**config.mk**
```make
export PLATFORM = sky130hd
export DESIGN_NAME = mem_port_arbiter
export DESIGN_NICKNAME = d
export VERILOG_FILES = /design/src/rtl/mem_port_arbiter.sv
export SDC_FILE = /design/constraint.sdc
export NUM_CORES = 1
export LEC_CHECK = 0
export BUFFER_PORTS_ARGS = -buffer_cell sky130_fd_sc_hd__buf_2
export CORE_UTILIZATION = 40
export DETAILED_ROUTE_END_ITERATION = 16
export GPL_TIMING_DRIVEN = 0
export PLACE_DENSITY = 0.7
export SYNTH_ARGS = -nofsm -noshare
export SYNTH_HDL_FRONTEND = slang
export SYNTH_SLANG_ARGS = --single-unit
export TNS_END_PERCENT = 10
```
**constraint.sdc**
```tcl
create_clock -name clk -period 3.74 [get_ports clk]
set_input_delay 0.187 -clock clk [delete_from_list [all_inputs] [get_ports clk]]
set_output_delay 0.187 -clock clk [all_outputs]
set_load 0.03 [all_outputs]
```
**src/rtl/mem_port_arbiter.sv**
```systemverilog
// Serialises CPU and debug/loader accesses onto one unified memory port with a
// fixed-latency req/ack handshake. Define MEM_ARB_RR_EN for round-robin ties (default: CPU priority).
module mem_port_arbiter #(
  parameter int AW      = 32,
  parameter int DW      = 32,
  parameter int MEM_LAT = 2
) (
  input  logic          clk,
  input  logic          rst,
  input  logic          cpu_req,
  input  logic          cpu_we,
  input  logic [AW-1:0] cpu_addr,
  input  logic [DW-1:0] cpu_wdata,
  output logic          cpu_ack,
  output logic [DW-1:0] cpu_rdata,
  output logic          cpu_stall,
  input  logic          dbg_req,
  input  logic          dbg_we,
  input  logic [AW-1:0] dbg_addr,
  input  logic [DW-1:0] dbg_wdata,
  output logic          dbg_ack,
  output logic [DW-1:0] dbg_rdata,
  output logic          mem_en,
  output logic          mem_we,
  output logic [AW-1:0] mem_addr,
  output logic [DW-1:0] mem_wdata,
  input  logic [DW-1:0] mem_rdata
);

  typedef enum logic [1:0] {
    ST_IDLE = 2'd0,
    ST_BUSY = 2'd1,
    ST_RESP = 2'd2
  } state_t;

  localparam int CW = (MEM_LAT > 1) ? $clog2(MEM_LAT) : 1;
  localparam logic [CW-1:0] CNT_LOAD = CW'(MEM_LAT - 1);
  localparam logic [CW-1:0] CNT_ZERO = CW'(0);
  localparam logic [CW-1:0] CNT_ONE  = CW'(1);
  localparam logic P_CPU = 1'b0;
  localparam logic P_DBG = 1'b1;

  state_t        r_state;
  state_t        w_state_nxt;
  logic [CW-1:0] r_cnt;
  logic          r_grant;
  logic          r_mem_en;
  logic          r_mem_we;
  logic [AW-1:0] r_mem_addr;
  logic [DW-1:0] r_mem_wdata;
  logic          r_cpu_ack;
  logic          r_dbg_ack;
  logic [DW-1:0] r_cpu_rdata;
  logic [DW-1:0] r_dbg_rdata;
  logic          w_win;
  logic          w_grant_en;
  logic          w_last_beat;

`ifdef MEM_ARB_RR_EN
  logic r_last_grant;

  // Round-robin: on a tie the port that did not win last time is chosen.
  always_comb begin
    w_win = P_CPU;
    if (cpu_req && dbg_req) begin
      w_win = ~r_last_grant;
    end else if (cpu_req) begin
      w_win = P_CPU;
    end else begin
      w_win = P_DBG;
    end
  end

  // Remember the most recent grant; reset to DBG so the CPU wins the first tie.
  always_ff @(posedge clk or posedge rst) begin
    if (rst) begin
      r_last_grant <= P_DBG;
    end else if (w_grant_en) begin
      r_last_grant <= w_win;
    end else begin
      r_last_grant <= r_last_grant;
    end
  end
`else
  // Fixed priority: debug only wins when the CPU is not asking.
  always_comb begin
    w_win = P_CPU;
    if (cpu_req) begin
      w_win = P_CPU;
    end else begin
      w_win = P_DBG;
    end
  end
`endif

  // Next-state logic for the IDLE -> BUSY -> RESP sequence.
  always_comb begin
    w_state_nxt = r_state;
    w_grant_en  = 1'b0;
    w_last_beat = 1'b0;
    case (r_state)
      ST_IDLE: begin
        if (cpu_req || dbg_req) begin
          w_state_nxt = ST_BUSY;
          w_grant_en  = 1'b1;
        end else begin
          w_state_nxt = ST_IDLE;
        end
      end
      ST_BUSY: begin
        if (r_cnt == CNT_ZERO) begin
          w_state_nxt = ST_RESP;
          w_last_beat = 1'b1;
        end else begin
          w_state_nxt = ST_BUSY;
        end
      end
      ST_RESP: w_state_nxt = ST_IDLE;
      default: w_state_nxt = ST_IDLE;
    endcase
  end

  // State register.
  always_ff @(posedge clk or posedge rst) begin
    if (rst) begin
      r_state <= ST_IDLE;
    end else begin
      r_state <= w_state_nxt;
    end
  end

  // Memory-side request registers: latched at grant, held for the whole access.
  always_ff @(posedge clk or posedge rst) begin
    if (rst) begin
      r_grant     <= P_CPU;
      r_mem_en    <= 1'b0;
      r_mem_we    <= 1'b0;
      r_mem_addr  <= '0;
      r_mem_wdata <= '0;
      r_cnt       <= CNT_ZERO;
    end else if (w_grant_en) begin
      r_grant     <= w_win;
      r_mem_en    <= 1'b1;
      r_mem_we    <= (w_win == P_DBG) ? dbg_we : cpu_we;
      r_mem_addr  <= (w_win == P_DBG) ? dbg_addr : cpu_addr;
      r_mem_wdata <= (w_win == P_DBG) ? dbg_wdata : cpu_wdata;
      r_cnt       <= CNT_LOAD;
    end else if (w_last_beat) begin
      r_mem_en <= 1'b0;
      r_mem_we <= 1'b0;
    end else if (r_state == ST_BUSY) begin
      r_cnt <= r_cnt - CNT_ONE;
    end else begin
      r_cnt <= r_cnt;
    end
  end

  // Ack pulses for the RESP cycle, and read-data capture on the last BUSY edge.
  always_ff @(posedge clk or posedge rst) begin
    if (rst) begin
      r_cpu_ack   <= 1'b0;
      r_dbg_ack   <= 1'b0;
      r_cpu_rdata <= '0;
      r_dbg_rdata <= '0;
    end else begin
      r_cpu_ack <= w_last_beat && (r_grant == P_CPU);
      r_dbg_ack <= w_last_beat && (r_grant == P_DBG);
      if (w_last_beat && !r_mem_we && (r_grant == P_CPU)) begin
        r_cpu_rdata <= mem_rdata;
      end else begin
        r_cpu_rdata <= r_cpu_rdata;
      end
      if (w_last_beat && !r_mem_we && (r_grant == P_DBG)) begin
        r_dbg_rdata <= mem_rdata;
      end else begin
        r_dbg_rdata <= r_dbg_rdata;
      end
    end
  end

  assign mem_en    = r_mem_en;
  assign mem_we    = r_mem_we;
  assign mem_addr  = r_mem_addr;
  assign mem_wdata = r_mem_wdata;
  assign cpu_ack   = r_cpu_ack;
  assign dbg_ack   = r_dbg_ack;
  assign cpu_rdata = r_cpu_rdata;
  assign dbg_rdata = r_dbg_rdata;
  assign cpu_stall = cpu_req & ~r_cpu_ack;

endmodule
```
Yosys cells after proc, flatten, opt, wreduce, memory -nomap -nowiden
Cells that the tools add are included.
{"block": "totals", "regBits": 136, "latch_bits": 0, "ram_bits": 0, "mem_bits_ro": 0, "in_bits": 166, "out_inout_bits": 133, "word_cells": 45, "n_memories": 0}
{"block": "op_classes", "n_addsub": 1, "mul": 0, "div": 0, "order_cmp": 0, "n_eq_ne": 2, "n_shift": 0, "muxes": 17, "bitwise": 3, "reduce_logical": 11}
{"cell": "32-bit 2-to-1 mux", "n": 2}
{"cell": "1-bit 2-to-1 mux", "n": 13}
{"cell": "1-bit logical AND", "n": 5}
{"cell": "2-bit one-hot mux with 2 select lines", "n": 1}
{"cell": "2-bit nonzero test", "n": 2}
{"cell": "2-bit by 1-bit == test with 1-bit output, second input constant", "n": 1}
{"cell": "2-bit zero test", "n": 1}
{"cell": "2-bit 2-to-1 mux", "n": 1}
{"cell": "2-bit inequality test, second input constant", "n": 1}
{"cell": "1-bit inverter", "n": 2}
{"cell": "2-bit AND reduction", "n": 1}
{"cell": "1-bit AND", "n": 1}
{"cell": "1-bit zero test", "n": 1}
{"cell": "1-bit logical OR", "n": 1}
{"cell": "1-bit subtractor, second input constant", "n": 1}

Logic depth before layout (Yosys ltp)
Gate-level depths: netlist of run 1.
{"block": "depth", "word_depth": 5, "mapped_depth": 6, "mapped_depth_nobuf": 3}

Worst setup path before layout of run 1
No wires, ideal clock.
{"block": "synth_timing", "kind": "reg2reg", "from": "register r_cnt", "to": "register r_dbg_rdata[0], in the netlist dbg_rdata[0]", "setup_time_ps": 125, "t_arrival_ps": 1756, "required_time_ps": 3615, "slack_ps": 1859, "stages_incl_launch_ff": 7, "path_buffers": 3, "period_less_slack_ps": 1881, "path_cell_list": "dfrtp_1 -> or3b_1 -> buf_2 -> or3_1 -> buf_2 -> buf_6 -> mux2_4"}
{"block": "synth_between", "elab_chain_len": 4}
{"item": "from (decl)", "line": "45", "text": "logic [CW-1:0] r_cnt;"}
{"item": "from (signal assigned)", "line": "152", "text": "r_cnt <= r_cnt - CNT_ONE;"}
{"item": "from (signal assigned)", "line": "154", "text": "r_cnt <= r_cnt;"}
{"item": "1-bit 2-to-1 mux", "line": "111", "text": "if (r_cnt == CNT_ZERO) begin"}
{"item": "1-bit 2-to-1 mux", "line": "101", "text": "case (r_state)"}
{"item": "1-bit logical AND (2 in a row)", "line": "173", "text": "if (w_last_beat && !r_mem_we && (r_grant == P_DBG)) begin"}
{"item": "to (signal assigned)", "line": "174", "text": "r_dbg_rdata <= mem_rdata;"}
{"item": "to (signal assigned)", "line": "176", "text": "r_dbg_rdata <= r_dbg_rdata;"}
{"item": "to (decl)", "line": "54", "text": "logic [DW-1:0] r_dbg_rdata;"}
No other way between the ends.
A chain may end at the register's enable or synchronous reset.

Worst setup path in the final report of run 1
{"block": "layout_timing", "from": "register r_cnt", "to": "register r_cpu_rdata[9], in the netlist cpu_rdata[9]"}
{"block": "layout_between", "elab_chain_len": 4}
{"item": "1-bit 2-to-1 mux", "line": "111"}
{"item": "1-bit 2-to-1 mux", "line": "101"}
{"item": "1-bit logical AND (2 in a row)", "line": "168", "text": "if (w_last_beat && !r_mem_we && (r_grant == P_CPU)) begin"}
{"item": "to (signal assigned)", "line": "169", "text": "r_cpu_rdata <= mem_rdata;"}
{"item": "to (signal assigned)", "line": "171", "text": "r_cpu_rdata <= r_cpu_rdata;"}
{"item": "to (decl)", "line": "53", "text": "logic [DW-1:0] r_cpu_rdata;"}
No other way between the ends.

==> results.md, run 1 <==
- The flow ran to the end, and the final reports show no timing, DRC or antenna violations.
- Registers take 3400 um2.
- In this design, the critical path's most frequently occurring cell is sky130_fd_sc_hd__buf_2.
- Input and output buffers added on the ports amount to 297.
- Clock-pin slew was measured on the worst setup and hold paths at 0.06 ns.
- The endpoint arrival time on the critical path is 2.43 ns.
- After synthesis, the netlist uses 20 different library cells.
- The total global routing overflow is 0.
- Timing would allow up to 467 MHz.
- The biggest fanout along the worst timing path is 10.
- The setup path with the least slack is of type flip-flop to flip-flop.
- Yosys printed 0 warnings.
- The number of max-slew violations in the final report is 0.
- The detail-routed net length per standard cell is 16.2 um.
- The number of global-route vias before repair is 4202.
- Traced cell by cell, the critical path runs through or3b_1 -> buf_2 -> nor3_2 -> buf_2 -> mux2_2.
- The first global-routing pass estimated 21.3 mm of wire.
- The mean post-synth cell area is 16.0 um2.
- The first-pass iteration count of the detailed router is 4.
- The number of placement rows is 44.
- The hold buffer count at cts is 9.
- Setup repair after global routing left no endpoint under its margin.
- The antenna diode instance count is 0.
- The area added between synthesis and finish is 41.6%.
- In the final layout, the share of cells above drive strength 1 is 0.749.
- The worst path in the final design needs a cycle of 2.14 ns, including I/O delays and setup.
- Of the synthesized area, sequential elements account for 0.575.
- TritonCTS built the clock tree.
- The number of clock sinks seen by CTS is 136.
- The worst pin sits at a relative slew slack of 0.449.
- The path class of the tightest hold or removal check is input pin to flip-flop.
- The total vias in the final route is 4239.
- The layout net count is 865.
- The area of the die is 15300 um2.
- The initial cell density of the core is 0.409.
- By instance count, the leading cell after synthesis is sky130_fd_sc_hd__mux2_2.
- The number of enable-type register cells in the synthesized netlist is 0.
- The post-synthesis cell area is 5920 um2.
- In the post-synthesis netlist, the biggest area contributors are sky130_fd_sc_hd__dfrtp_1 57%, sky130_fd_sc_hd__mux2_2 30%, sky130_fd_sc_hd__mux2_4 7.6%.
- The share of synthesized flip-flops with an asynchronous set or reset is 1.00.
- The total clock buffers created by CTS is 17.
- The number of I/O pins is 299.
- STA classifies the critical path endpoint as a flip-flop.
- The placeable core area is 14500 um2.
- Across the routed clock network, the largest skew measured is 0.00563 ns.
- The violation count after the first detailed-routing iteration is 71.
- The number of H-tree levels is 4.
- Across every metal layer, demand over resource in global routing totals 0.189.
- The wire-length estimate of the detail-placed layout is 11.2 mm.
- For this block, the routed nets add up to 14.5 mm of wire.
- Clock latency on the worst-skew pair, taken at its later pin, is 0.41 ns.
- The startpoint type of the worst setup path is a flip-flop.
- For the worst setup path, the data required time is 4.03 ns.
- Final hold analysis gives a worst-case slack of 0.0227 ns.
- The total area of multi-input combinational cells is 2380 um2.
- In the synthesized netlist, the cells that appear most often are 160 x sky130_fd_sc_hd__mux2_2, 136 x sky130_fd_sc_hd__dfrtp_1, 30 x sky130_fd_sc_hd__mux2_4, 11 x sky130_fd_sc_hd__clkbuf_1, 8 x sky130_fd_sc_hd__buf_2.
- From left edge to right edge, the die measures 124 um.
- The count of nets left with antenna violations once routing finished came out at 0.
- The tree is rooted in a sky130_fd_sc_hd__clkbuf_16.
- The cell count after synthesis is 371.
- The prevailing post-synth register cell is sky130_fd_sc_hd__dfrtp_1.
- The number of endpoints failing setup at the final stage is 0.
- The number of setup buffers added after CTS is 0.
- In this run the static leakage power is 4.18 nW.
- For this run, the slowest stage of the critical path takes 0.39 ns.
- In the routed layout, each cell is associated on average with a via count of 4.74.
- The number of violations of the max-capacitance limit is 0.
- The number of gates resized after CTS was 0.
- The count of endpoints failing hold in the final timing report was 0.
- The synthesized netlist net count is 537.
- The initial antenna violation count came to 1.
- The peak supply drop is 564 uV.
- The dominant cell type by area after synthesis is sky130_fd_sc_hd__dfrtp_1.
- The number of remaining DRC errors is 0.
- The die height is 124 um.
- At the end of routability-driven placement, the weighted congestion stood at 0.715.
- In this run the register-to-register setup slack is 1.60 ns.
- Counting along the longest clock path gives a buffer depth of 2.
- The maximum number of pins on one net before global-route repair is 41.
- The synthesis-stage register bit count is 136.
- For the pin with the worst max-slew slack, the measured transition is 0.825 ns.
- Dividing the final minimum period by the clock period gives 0.573.
- The power density relative to cell area is 990 nW/um2.
- For the final routed database, the setup TNS stands at 0 ns.
- The share of Yosys cell area claimed by the top area cell type is 0.575.
- The total power consumption of the routed design is 0.00831 W.
- The number of filler cells placed in the layout is 1176.
- The slowest stage of the critical path is the sky130_fd_sc_hd__dfrtp_1 cell.
==> kinds of logic after synthesis <==
logic type / after synthesis / synth area share
AO/OA/AOI/OAI: 3 / 0.00423
buffers and inverters: 27 / 0.0226
flip-flops: 136 / 0.575
multiplexers: 195 / 0.389
AND/OR/NAND/NOR: 10 / 0.00930
==> where the power goes <==
group | switching [W] | leakage, nW | internal, W
Combinational | 0.00241 | 2.29 | 0.00159
Sequential | 0.000389 | 1.60 | 0.00224
Clock | 0.000588 | 0.292 | 0.00109
Total | 0.00339 | 4.18 | 0.00492
==> metal layers <==
metal | share of wire | wire [um] | vias up | global-route usage
met5 | 0 | 0 | - | 0
met4 | 0.019 | 270 | 0 | 0.0881
met3 | 0.086 | 1250 | 21 | 0.0636
met2 | 0.51 | 7370 | 193 | 0.326
met1 | 0.39 | 5590 | 2053 | 0.208
li1 | - | - | 1972 | -
==> final cells by class <==
cell class,count,share of cell area
inverter,4,0.00224
sequential,136,0.406
clock buffer,22,0.0565
timing repair buffer,309,0.195
clock inverter,8,0.0145
tap,184,0.0274
buffer,23,0.0142
multi-input combinational,208,0.284
==> worst paths after layout <==
check                                   start                         to  depth (start not counted)
max                         r_cnt$_DFFE_PP0P_   cpu_rdata[9]$_DFFE_PP0P_                          5
min                             mem_rdata[31]  dbg_rdata[31]$_DFFE_PP0P_                          2
max reg2reg                 r_cnt$_DFFE_PP0P_   cpu_rdata[9]$_DFFE_PP0P_                          5
min reg2reg                mem_en$_DFFE_PP0P_         mem_en$_DFFE_PP0P_                          1
max in group asynchronous                 rst          dbg_ack$_DFF_PP0_                          5
min in group asynchronous                 rst   dbg_rdata[9]$_DFFE_PP0P_                          3
==> stage by stage <==
stage | instances | worst slack [ns] | area, um2 | utilization
after detailed placement | 855 | 1.27 | 7700 | 0.532
after CTS | 894 | 1.49 | 8390 | 0.579
after floorplan | 371 | 1.86 | 5930 | -
after global routing | 894 | 1.43 | 8390 | 0.579
final | 894 | 1.60 | 8390 | 0.579
after global placement | 852 | 1.06 | 7640 | 0.528
==> state kept, by name (all words and copies together) (netlist names) <==
register and cells:
cpu_rdata 32, dbg_rdata 32, mem_addr 32, mem_wdata 32, r_state 2, cpu_ack 1, dbg_ack 1, mem_en 1
mem_we 1, r_cnt 1, r_grant 1
==> worst max-delay path, delay by kind of cell, from the launching register on <==
| kind | cells | cell delay, ns |
|---|---|---|
| mux | 1 | 0.38 |
| buf+inv | 2 | 0.53 |
| simple gates | 2 | 0.72 |
| flops | 1 | 0.39 |
==> layout by cell type, fill, tap and decap left out <==
cell,Yosys,routed
sky130_fd_sc_hd__buf_12,0,3
sky130_fd_sc_hd__buf_6,3,3
sky130_fd_sc_hd__nor2_1,4,4
sky130_fd_sc_hd__a2bb2oi_1,1,1
sky130_fd_sc_hd__nand2_1,1,1
sky130_fd_sc_hd__nor3_2,1,1
sky130_fd_sc_hd__clkbuf_1,11,13
sky130_fd_sc_hd__nor3_1,1,1
sky130_fd_sc_hd__clkinv_4,0,1
sky130_fd_sc_hd__mux2_4,30,30
sky130_fd_sc_hd__clkinv_2,0,3
sky130_fd_sc_hd__inv_1,4,3
sky130_fd_sc_hd__dlygate4sd3_1,0,9
sky130_fd_sc_hd__clkinvlp_4,0,2
sky130_fd_sc_hd__mux2i_1,3,3
sky130_fd_sc_hd__buf_2,8,305
sky130_fd_sc_hd__buf_1,1,1
sky130_fd_sc_hd__nor2b_1,1,1
sky130_fd_sc_hd__clkbuf_16,0,17
sky130_fd_sc_hd__mux2_2,160,160
sky130_fd_sc_hd__clkbuf_8,0,3
sky130_fd_sc_hd__or3b_1,1,1
sky130_fd_sc_hd__mux2_1,2,2
sky130_fd_sc_hd__or3_1,1,1
sky130_fd_sc_hd__bufinv_16,0,3
sky130_fd_sc_hd__dfrtp_1,136,136
sky130_fd_sc_hd__a21o_1,1,1
sky130_fd_sc_hd__a31o_2,1,1
No activity file was read; power rests on OpenSTA's default activity.
==> run 2: changes to the inputs <==
PLACE_DENSITY = 0.68   (was 0.7)
clock period = 2 ns   (was 3.74 ns; I/O delays follow)
==> results.md, run 2 (synthesis gave the netlist of run 1 again) <==
- The launch point of the worst reg-to-reg path is r_state[1]$_DFF_PP0_.
- The number of max-slew violations in the final report is 0.
- The top layer used by detailed routing is met4.
- The post-layout utilization of the core is 0.600.
- The run finished with clean final reports.
- The setup slack after placement is -0.381 ns.
- The endpoint arrival time on the critical path is 2.29 ns.
- The library cells used most frequently in the layout, excluding fill and tap cells, are 300 x sky130_fd_sc_hd__buf_2, 160 x sky130_fd_sc_hd__mux2_2, 136 x sky130_fd_sc_hd__dfrtp_1, 35 x sky130_fd_sc_hd__dlygate4sd3_1, 30 x sky130_fd_sc_hd__mux2_4.
- The routability congestion estimate is 0.771.
- In the detailed route, the total length drawn on met3 is 1.29 mm.
- The path with the worst hold slack has its endpoint at mem_addr[21]$_DFFE_PP0P_.
- The overall routed net length is 15.4 mm.
- The total clock buffers created by CTS is 17.
- The worst setup path is captured at a flip-flop.
- The fraction of final layout cells with drive strength greater than 1 is 0.731.
- The number of antenna diodes in the final layout is 0.
- The die height is 124 um.
- The minimum setup slack among reg-to-reg paths is 0.002 ns.
- The least setup slack across all paths after layout is 0.00250 ns.
- Dividing the final minimum period by the clock period gives 0.999.
- The number of remaining DRC errors is 0.
- The final setup skew is 0.00973 ns.
- The total vias in the final route is 4351.
- The root buffer cell chosen for the clock tree is sky130_fd_sc_hd__clkbuf_16.
- The number of H-tree levels is 4.
- The total of buffers placed on input and output ports is 297.
- After layout, the minimum clock period comes to 2.00 ns.
- Including well taps, the total number of placed cells is 855.
- The clock passes through at most 2 buffers.
- Setup violations remaining at the end of the flow were counted as 0.
- After the first detailed-routing iteration, the DRC count stood at 135.
- The leakage dissipation is 4.30 nW.
- The layout net count is 892.
- The number of placement rows is 44.
- Setup repair after global routing could not meet its margin everywhere.
- The total negative slack is 0 ns.
- Leaving out fill and tap cells, the most frequent cell in the layout is sky130_fd_sc_hd__buf_2.
- At the pin with the least slew margin, the transition time is 0.888 ns.
- For this design the ratio of total power to cell area is 1790 nW/um2.
- Max-cap violations in this run came to 0.
- The detail-routed net length per standard cell is 16.7 um.
- The initial antenna violation count is 0.
- Clock-pin slew was measured on the worst setup and hold paths at 0.06 ns.
- The count of nets left with antenna violations once routing finished came out at 0.
- The number of global-route vias before repair is 4483.
- The number of I/O pins is 299.
- The clock tree from TritonCTS is built.
- In this run the standard cell core region covers 14500 um2.
- The required time of the critical path is 2.29 ns.
- The half-perimeter wire length after detailed placement is 11.5 mm.
- In the global route stage, overall resource usage came out at 0.202.
- The endpoint identified for the worst register-to-register timing path is dbg_rdata[10]$_DFFE_PP0P_.
- The completed layout was analyzed and its total power is 0.0156 W.
- The remaining max-slew budget at the tightest pin is 0.407.
- The first global-routing pass estimated 22.8 mm of wire.
- The floorplan step set the die width to 124 um.
- The area added between synthesis and finish is 46.7%.
- The maximum number of pins on one net before global-route repair is 41.
- The wire length on met2 is 7.81 mm.
- The total global routing overflow is 0.
- For this configuration, the core starts out at a cell density of 0.409.
- The peak supply drop is 1150 uV.
- The via density per instance is 4.71.
- The first-pass iteration count of the detailed router is 3.
- The number of stages on the worst hold path is 3.
- The clock reaches the later pin of the worst-skew pair after 0.42 ns.
- The worst setup path is launched from a flip-flop.
- The hold path startpoint is cpu_addr[21].
- The area of the die is 15300 um2.
- In the final routing, the length of wire on met1 measures 5.89 mm.
- The number of non-filler instances in the completed layout is 923.
- The highest attainable clock frequency is 501 MHz.
- The min-delay analysis places its worst path in the category input pin to flip-flop.
- The count of endpoints failing hold in the final timing report is 0.
- The class of the most critical setup path is flip-flop to flip-flop.
- The biggest fanout along the worst timing path is 10.
- Counting cells, the worst reg-to-reg path comes to 6.
- The number of clock sinks seen by CTS is 136.
[run 2: layer usage]
metal  up-vias  global-route usage
met5         -                   0
met4         0              0.0896
met3        28              0.0668
met2       197               0.351
met1      2098               0.225
li1       2028                   -
[run 2: final cells by class]
class / count / area (um2)
Sequential cell: 136 / 3400
Fill cell: 1163 / 5790
Clock buffer: 21 / 470
Tap cell: 184 / 230
Inverter: 4 / 18.8
Multi-Input combinational cell: 208 / 2400
Buffer: 23 / 163
Clock inverter: 11 / 97.6
Timing Repair Buffer: 336 / 1900
[run 2: through the flow]
stage,area (um2),hold WS [ns]
floorplan,5930,0.235
global placement,7640,0.336
detailed placement,7700,0.331
CTS,8640,0.0264
global route,8690,0.0379
finish,8690,0.0463
[run 2: how the worst max path moves through the flow]
| stage | from | end | slack [ns] |
|---|---|---|---|
| 2_1_floorplan | r_cnt$_DFFE_PP0P_ | dbg_rdata[0]$_DFFE_PP0P_ | 0.12 |
| 3_3_place_gp | rst | mem_addr[9]$_DFFE_PP0P_ | -0.59 |
| 3_5_place_dp | cpu_req | mem_wdata[3]$_DFFE_PP0P_ | -0.38 |
| 4_1_cts | r_state[1]$_DFF_PP0_ | dbg_rdata[11]$_DFFE_PP0P_ | -0.02 |
| 5_1_grt | r_state[1]$_DFF_PP0_ | dbg_rdata[25]$_DFFE_PP0P_ | -0.03 |
| 6_report | r_state[1]$_DFF_PP0_ | dbg_rdata[10]$_DFFE_PP0P_ | 0.002 |
[run 2: repair_timing]
| action | 4_1_cts | 5_1_grt |
|---|---|---|
| gates resized for setup | 7 | 12 |
| hold buffers | 35 | 0 |
| endpoints found under the setup margin | 83 | 50 |
| pin swaps | 0 | 1 |
| buffers inserted | 0 | 1 |
| hold endpoints to repair | 103 | 0 |
[run 2: critical path, stage by stage (launching register included)]
cell and delay (ns):
sky130_fd_sc_hd__dfrtp_1 0.40, sky130_fd_sc_hd__or3b_1 0.40, sky130_fd_sc_hd__buf_6 0.15, sky130_fd_sc_hd__or3_4 0.32, sky130_fd_sc_hd__buf_6 0.15, sky130_fd_sc_hd__buf_12 0.15
sky130_fd_sc_hd__mux2_4 0.30
[run 2: power by group]
group          internal (W)  switching (W)
clock network       0.00180        0.00114
registers           0.00418       0.000767
logic               0.00308        0.00459
total               0.00906        0.00650
